**src/rtl/seq_mult_ctrl.sv**
```systemverilog
`default_nettype none
// +--------------------------------------------------------------------------+
// | Module   : seq_mult_ctrl                                                 |
// | Purpose  : Iterative shift-and-add multiplier controller. Drives one     |
// |            shared external WIDTH-bit adder for WIDTH iterations to form  |
// |            a 2*WIDTH-bit unsigned product, with a start/done handshake.  |
// | Options  : APPROX_TRUNC_EN - when defined, the partial products of the   |
// |            TRUNC_BITS least significant multiplier bits are dropped      |
// |            (approximate mode, latency unchanged).                        |
// | Revision : 1.0 - initial release                                         |
// +--------------------------------------------------------------------------+
module seq_mult_ctrl #(
  parameter int WIDTH      = 8,
  parameter int TRUNC_BITS = 4
) (
  input  logic                 clk,
  input  logic                 rst_n,
  input  logic                 start,
  input  logic [WIDTH-1:0]     a,
  input  logic [WIDTH-1:0]     b,
  output logic                 busy,
  output logic                 done,
  output logic [2*WIDTH-1:0]   product,
  output logic                 add_en,
  output logic [WIDTH-1:0]     add_op_a,
  output logic [WIDTH-1:0]     add_op_b,
  input  logic [WIDTH-1:0]     add_sum,
  input  logic                 add_cout
);

  // Counter only has to reach WIDTH-1; wraps naturally afterwards.
  localparam int               CNT_W      = (WIDTH > 2) ? $clog2(WIDTH) : 1;
  localparam logic [CNT_W-1:0] c_CNT_LAST = CNT_W'(WIDTH - 1);

`ifdef APPROX_TRUNC_EN
  localparam bit c_TRUNC_ON = 1'b1;
`else
  localparam bit c_TRUNC_ON = 1'b0;
`endif

  typedef enum logic [1:0] {
    ST_IDLE = 2'd0,
    ST_ITER = 2'd1,
    ST_DONE = 2'd2
  } state_t;

  state_t             state_q;
  logic [WIDTH-1:0]   a_q;
  logic [WIDTH-1:0]   acc_hi_q;
  logic [WIDTH-1:0]   acc_lo_q;
  logic [CNT_W-1:0]   cnt_q;
  logic [2*WIDTH-1:0] product_q;
  logic               busy_q;
  logic               done_q;

  logic [WIDTH-1:0]   acc_hi_d;
  logic [WIDTH-1:0]   acc_lo_d;

  logic [31:0]        w_cnt_ext;
  logic               w_pp_keep;
  logic               w_carry;
  logic [WIDTH-1:0]   w_sum;

  // In approximate mode the first TRUNC_BITS iterations never add; in exact
  // mode every iteration may add.
  assign w_cnt_ext = 32'(cnt_q);
  assign w_pp_keep = !c_TRUNC_ON || (w_cnt_ext >= 32'(TRUNC_BITS));

  // The adder is only engaged while iterating on a set multiplier bit, so
  // operand B is held at zero otherwise to keep the adder quiet.
  assign add_en   = (state_q == ST_ITER) && acc_lo_q[0] && w_pp_keep;
  assign add_op_a = acc_hi_q;
  assign add_op_b = add_en ? a_q : '0;

  assign busy    = busy_q;
  assign done    = done_q;
  assign product = product_q;

  // Select adder result or pass-through, then shift {carry,sum,acc_lo} right by one.
  always_comb begin
    w_carry = 1'b0;
    w_sum   = acc_hi_q;
    if (add_en) begin
      w_carry = add_cout;
      w_sum   = add_sum;
    end
    acc_hi_d = {w_carry, w_sum[WIDTH-1:1]};
    acc_lo_d = {w_sum[0], acc_lo_q[WIDTH-1:1]};
  end

  // Control FSM with registered handshake outputs and accumulator update.
  always_ff @(posedge clk or negedge rst_n) begin
    if (!rst_n) begin
      state_q   <= ST_IDLE;
      a_q       <= '0;
      acc_hi_q  <= '0;
      acc_lo_q  <= '0;
      cnt_q     <= '0;
      product_q <= '0;
      busy_q    <= 1'b0;
      done_q    <= 1'b0;
    end else begin
      case (state_q)
        ST_IDLE: begin
          done_q <= 1'b0;
          if (start) begin
            a_q      <= a;
            acc_hi_q <= '0;
            acc_lo_q <= b;
            cnt_q    <= '0;
            busy_q   <= 1'b1;
            state_q  <= ST_ITER;
          end
        end
        ST_ITER: begin
          acc_hi_q <= acc_hi_d;
          acc_lo_q <= acc_lo_d;
          cnt_q    <= cnt_q + 1'b1;
          if (cnt_q == c_CNT_LAST) begin
            product_q <= {acc_hi_d, acc_lo_d};
            busy_q    <= 1'b0;
            done_q    <= 1'b1;
            state_q   <= ST_DONE;
          end
        end
        ST_DONE: begin
          done_q  <= 1'b0;
          state_q <= ST_IDLE;
        end
        default: begin
          busy_q  <= 1'b0;
          done_q  <= 1'b0;
          state_q <= ST_IDLE;
        end
      endcase
    end
  end

endmodule
`default_nettype wire

```
**config.mk**
```make
export PLATFORM = sky130hd
export DESIGN_NAME = seq_mult_ctrl
export DESIGN_NICKNAME = d
export VERILOG_FILES = /design/src/rtl/seq_mult_ctrl.sv
export SDC_FILE = /design/constraint.sdc
export NUM_CORES = 1
export LEC_CHECK = 0
export BUFFER_PORTS_ARGS = -buffer_cell sky130_fd_sc_hd__buf_4
export CAP_MARGIN = 25
export CORE_UTILIZATION = 45
export CTS_CLUSTER_SIZE = 30
export DETAILED_ROUTE_END_ITERATION = 16
export GPL_TIMING_DRIVEN = 0
export PLACE_DENSITY = 0.71
export SYNTH_ARGS = -nofsm -noshare
export SYNTH_HDL_FRONTEND = slang
export SYNTH_SLANG_ARGS = --single-unit
```
**constraint.sdc**
```tcl
create_clock -name clk -period 2.7 [get_ports clk]
set_input_delay 0.405 -clock clk [delete_from_list [all_inputs] [get_ports clk]]
set_output_delay 0.405 -clock clk [all_outputs]
set_load 0.005 [all_outputs]
```
==> flow_metrics.tcl <==
set metrics [dict create \
    rsz0062_at_grt "false" \
    fin_worst_skew_ps 11.60 \
    track_usage_pct 19.53 \
    hold_violations 0 \
    drc 0 \
    cts-root-buf "clkbuf_8" \
    slowest_delay_ps 460 \
    preCtsSetupSlack_ps 902.6 \
    power_w 0.002865 \
    layout_commonest_cell "buf_4" \
    path_cells "nor2b_1, buf_2, buf_2, and3_1, buf_4" \
    die_h_um 69.49 \
    peakVddDrop_mv 0.4913 \
    insertion_delay_ps 300 \
    gp_congestion 0.7014 \
    synth_area_leaders "dfrtp_1 (57%), mux2_2 (7.7%), o21ai_0 (6.1%)" \
    fin_tns_setup_ps 0 \
    drt-initial-drc-count 95 \
    grt_max_degree 48 \
    maxCapViolations 0 \
    yosysTopAreaCell "dfrtp_1" \
    path_class "reg2out" \
    clock-sinks 47 \
    crit_top_cell "buf_2" \
    grt-ovfl-total 0 \
    grt_pass1_vias 1546 \
    cts_hold_buf 0 \
    relSlewSlack_pct 61.79 \
    postCtsSetupBuffers 0 \
    area_growth_pct 30.34 \
    cts-resized-gates 0 \
    num_io_pins 63 \
    synth_seq_cells 47 \
    vias 1573 \
    worstPathRequired_ps 2300 \
    fin_crit_ps 2050 \
    path_buf_inv 3 \
    netlist_instances 177 \
    leakage_nw 1.340 \
    fin_cells 299 \
    drive_above_1_share_pct 41.70 \
    coreArea_mm2 0.004354 \
    path_delay_family "buffers and inverters" \
    via_per_inst 5.261 \
    clk_pin_slew_ps 90 \
    wl_per_cell_um 14.69 \
    syn_area_mm2 0.002049 \
    io_buffers 62 \
    firstDrtPassIters 4 \
    fmax_ghz 0.4879 \
    worst_pin_slew_ps 573.2 \
    place_inst 291 \
    crit_slowest_cell "dfrtp_1" \
    setup_slack_ps 650.2 \
    cts_buffer_depth 2 \
    grt_pass1_wl_um 7396 \
    yosysWarnings 0 \
    status "finished clean" \
    die_w_um 69.49 \
    antenna_found_initial 0 \
    dpl-instance-area_mm2 0.002580 \
    htreeDepth 2 \
    hpwl_um 3102 \
    initial_utilization_pct 47.07 \
    final_cell_mix "buf_4 (63), dfrtp_1 (47), o21ai_0 (25), nand2_1 (21), mux2_2 (14)" \
    cts_tree "yes" \
    synth_top_area_share_pct 57.39 \
    design_area_mm2 0.002671 \
    syn_avg_cell_area_um2 11.58 \
    drt-total-wl_um 4392 \
    yosysUniqueCellTypes 25 \
    crit_arrival_ps 1640 \
    finalSetupViolations 0 \
    slew_violations 0 \
    crit_path_max_fanout 10 \
    fin_nets 276 \
    antennaDiodeCount 0 \
    postRouteAntennaNets 0 \
    min_path_type "in2async" \
    cp-start-kind "flip-flop" \
    synth_fp_nets 207 \
    powerDensity_mw_per_mm2 1073 \
    rows 24 \
    die_area_mm2 0.004828 \
    yosysSeqAreaShare_pct 57.39 \
    min_period_over_period_pct 75.92 \
    cts_buffers 5 \
    end_kind "primary output" \
]
==> power by group <==
part | switching, W | internal (W)
registers | 0.000212 | 0.00103
logic | 0.000520 | 0.000669
clock network | 0.000244 | 0.000186
total | 0.000977 | 0.00189
==> path summary, 6_finish.rpt <==
check	startpoint	endpoint	slack, ps	cells past startpoint
max	state_q[0]	add_op_b[6]	650	5
max in group asynchronous	rst_n	a_q[4]	2220	1
max reg2reg	cnt_q[0]	product[6]	900	5
min in group clk	a[5]	a_q[5]	330	2
min reg2reg	product[8]	product[8]	490	2
min	rst_n	product[4]	90	1
==> stage by stage <==
stage / hold slack, ps / utilization, %
after floorplan: 109.4 / -
after global placement: 447.7 / 59.25
after detailed placement: 448.6 / 59.25
after CTS: 114.5 / 61.35
after global routing: 139.7 / 61.35
final: 88.25 / 61.35
==> cells by family after synthesis <==
| kind of cell | synth area share, % |
|---|---|
| adder cells (fa/ha/maj) | 1.221 |
| multiplexers | 12.33 |
| AO/OA/AOI/OAI | 12.70 |
| AND/OR/NAND/NOR | 12.52 |
| flip-flops | 57.39 |
| buffers and inverters | 3.846 |
==> synthesized netlist by cell type (all sizes together) <==
library cell  number
o21bai             2
clkbuf             3
nand2b             1
mux2              15
a22oi              6
ha                 2
inv                2
and3               8
nand2             21
a22o               4
nand3b             1
nor2b              3
and2               1
buf                9
dfrtp             47
and2b              6
mux2i              8
nor2               4
o21ai             25
a21oi              8
and3b              1
==> flip-flops by register name, indices dropped and copies added (netlist names) <==
signal,flops
a_q,8
acc_lo_q,8
add_op_a,8
busy,1
cnt_q,3
done,1
product,16
state_q,2
==> routing by layer <==
| layer | vias to the layer above | track usage (%) | part of all wire, % |
|---|---|---|---|
| met3 | 9 | 3.924 | 3.9 |
| met5 | - | 0 | 0 |
| met4 | 0 | 8.163 | 1.9 |
| li1 | 753 | - | - |
| met2 | 37 | 29.45 | 48 |
| met1 | 774 | 27.64 | 46 |
==> layout make-up <==
class | instances | area (µm²)
Inverter | 2 | 7.507
Fill cell | 379 | 1683
Tap cell | 52 | 65.06
Clock inverter | 3 | 22.52
Multi-Input combinational cell | 116 | 794.5
Buffer | 12 | 71.32
Sequential cell | 47 | 1176
Clock buffer | 5 | 68.82
Timing Repair Buffer | 62 | 465.4
No activity file was read; power rests on OpenSTA's default activity.
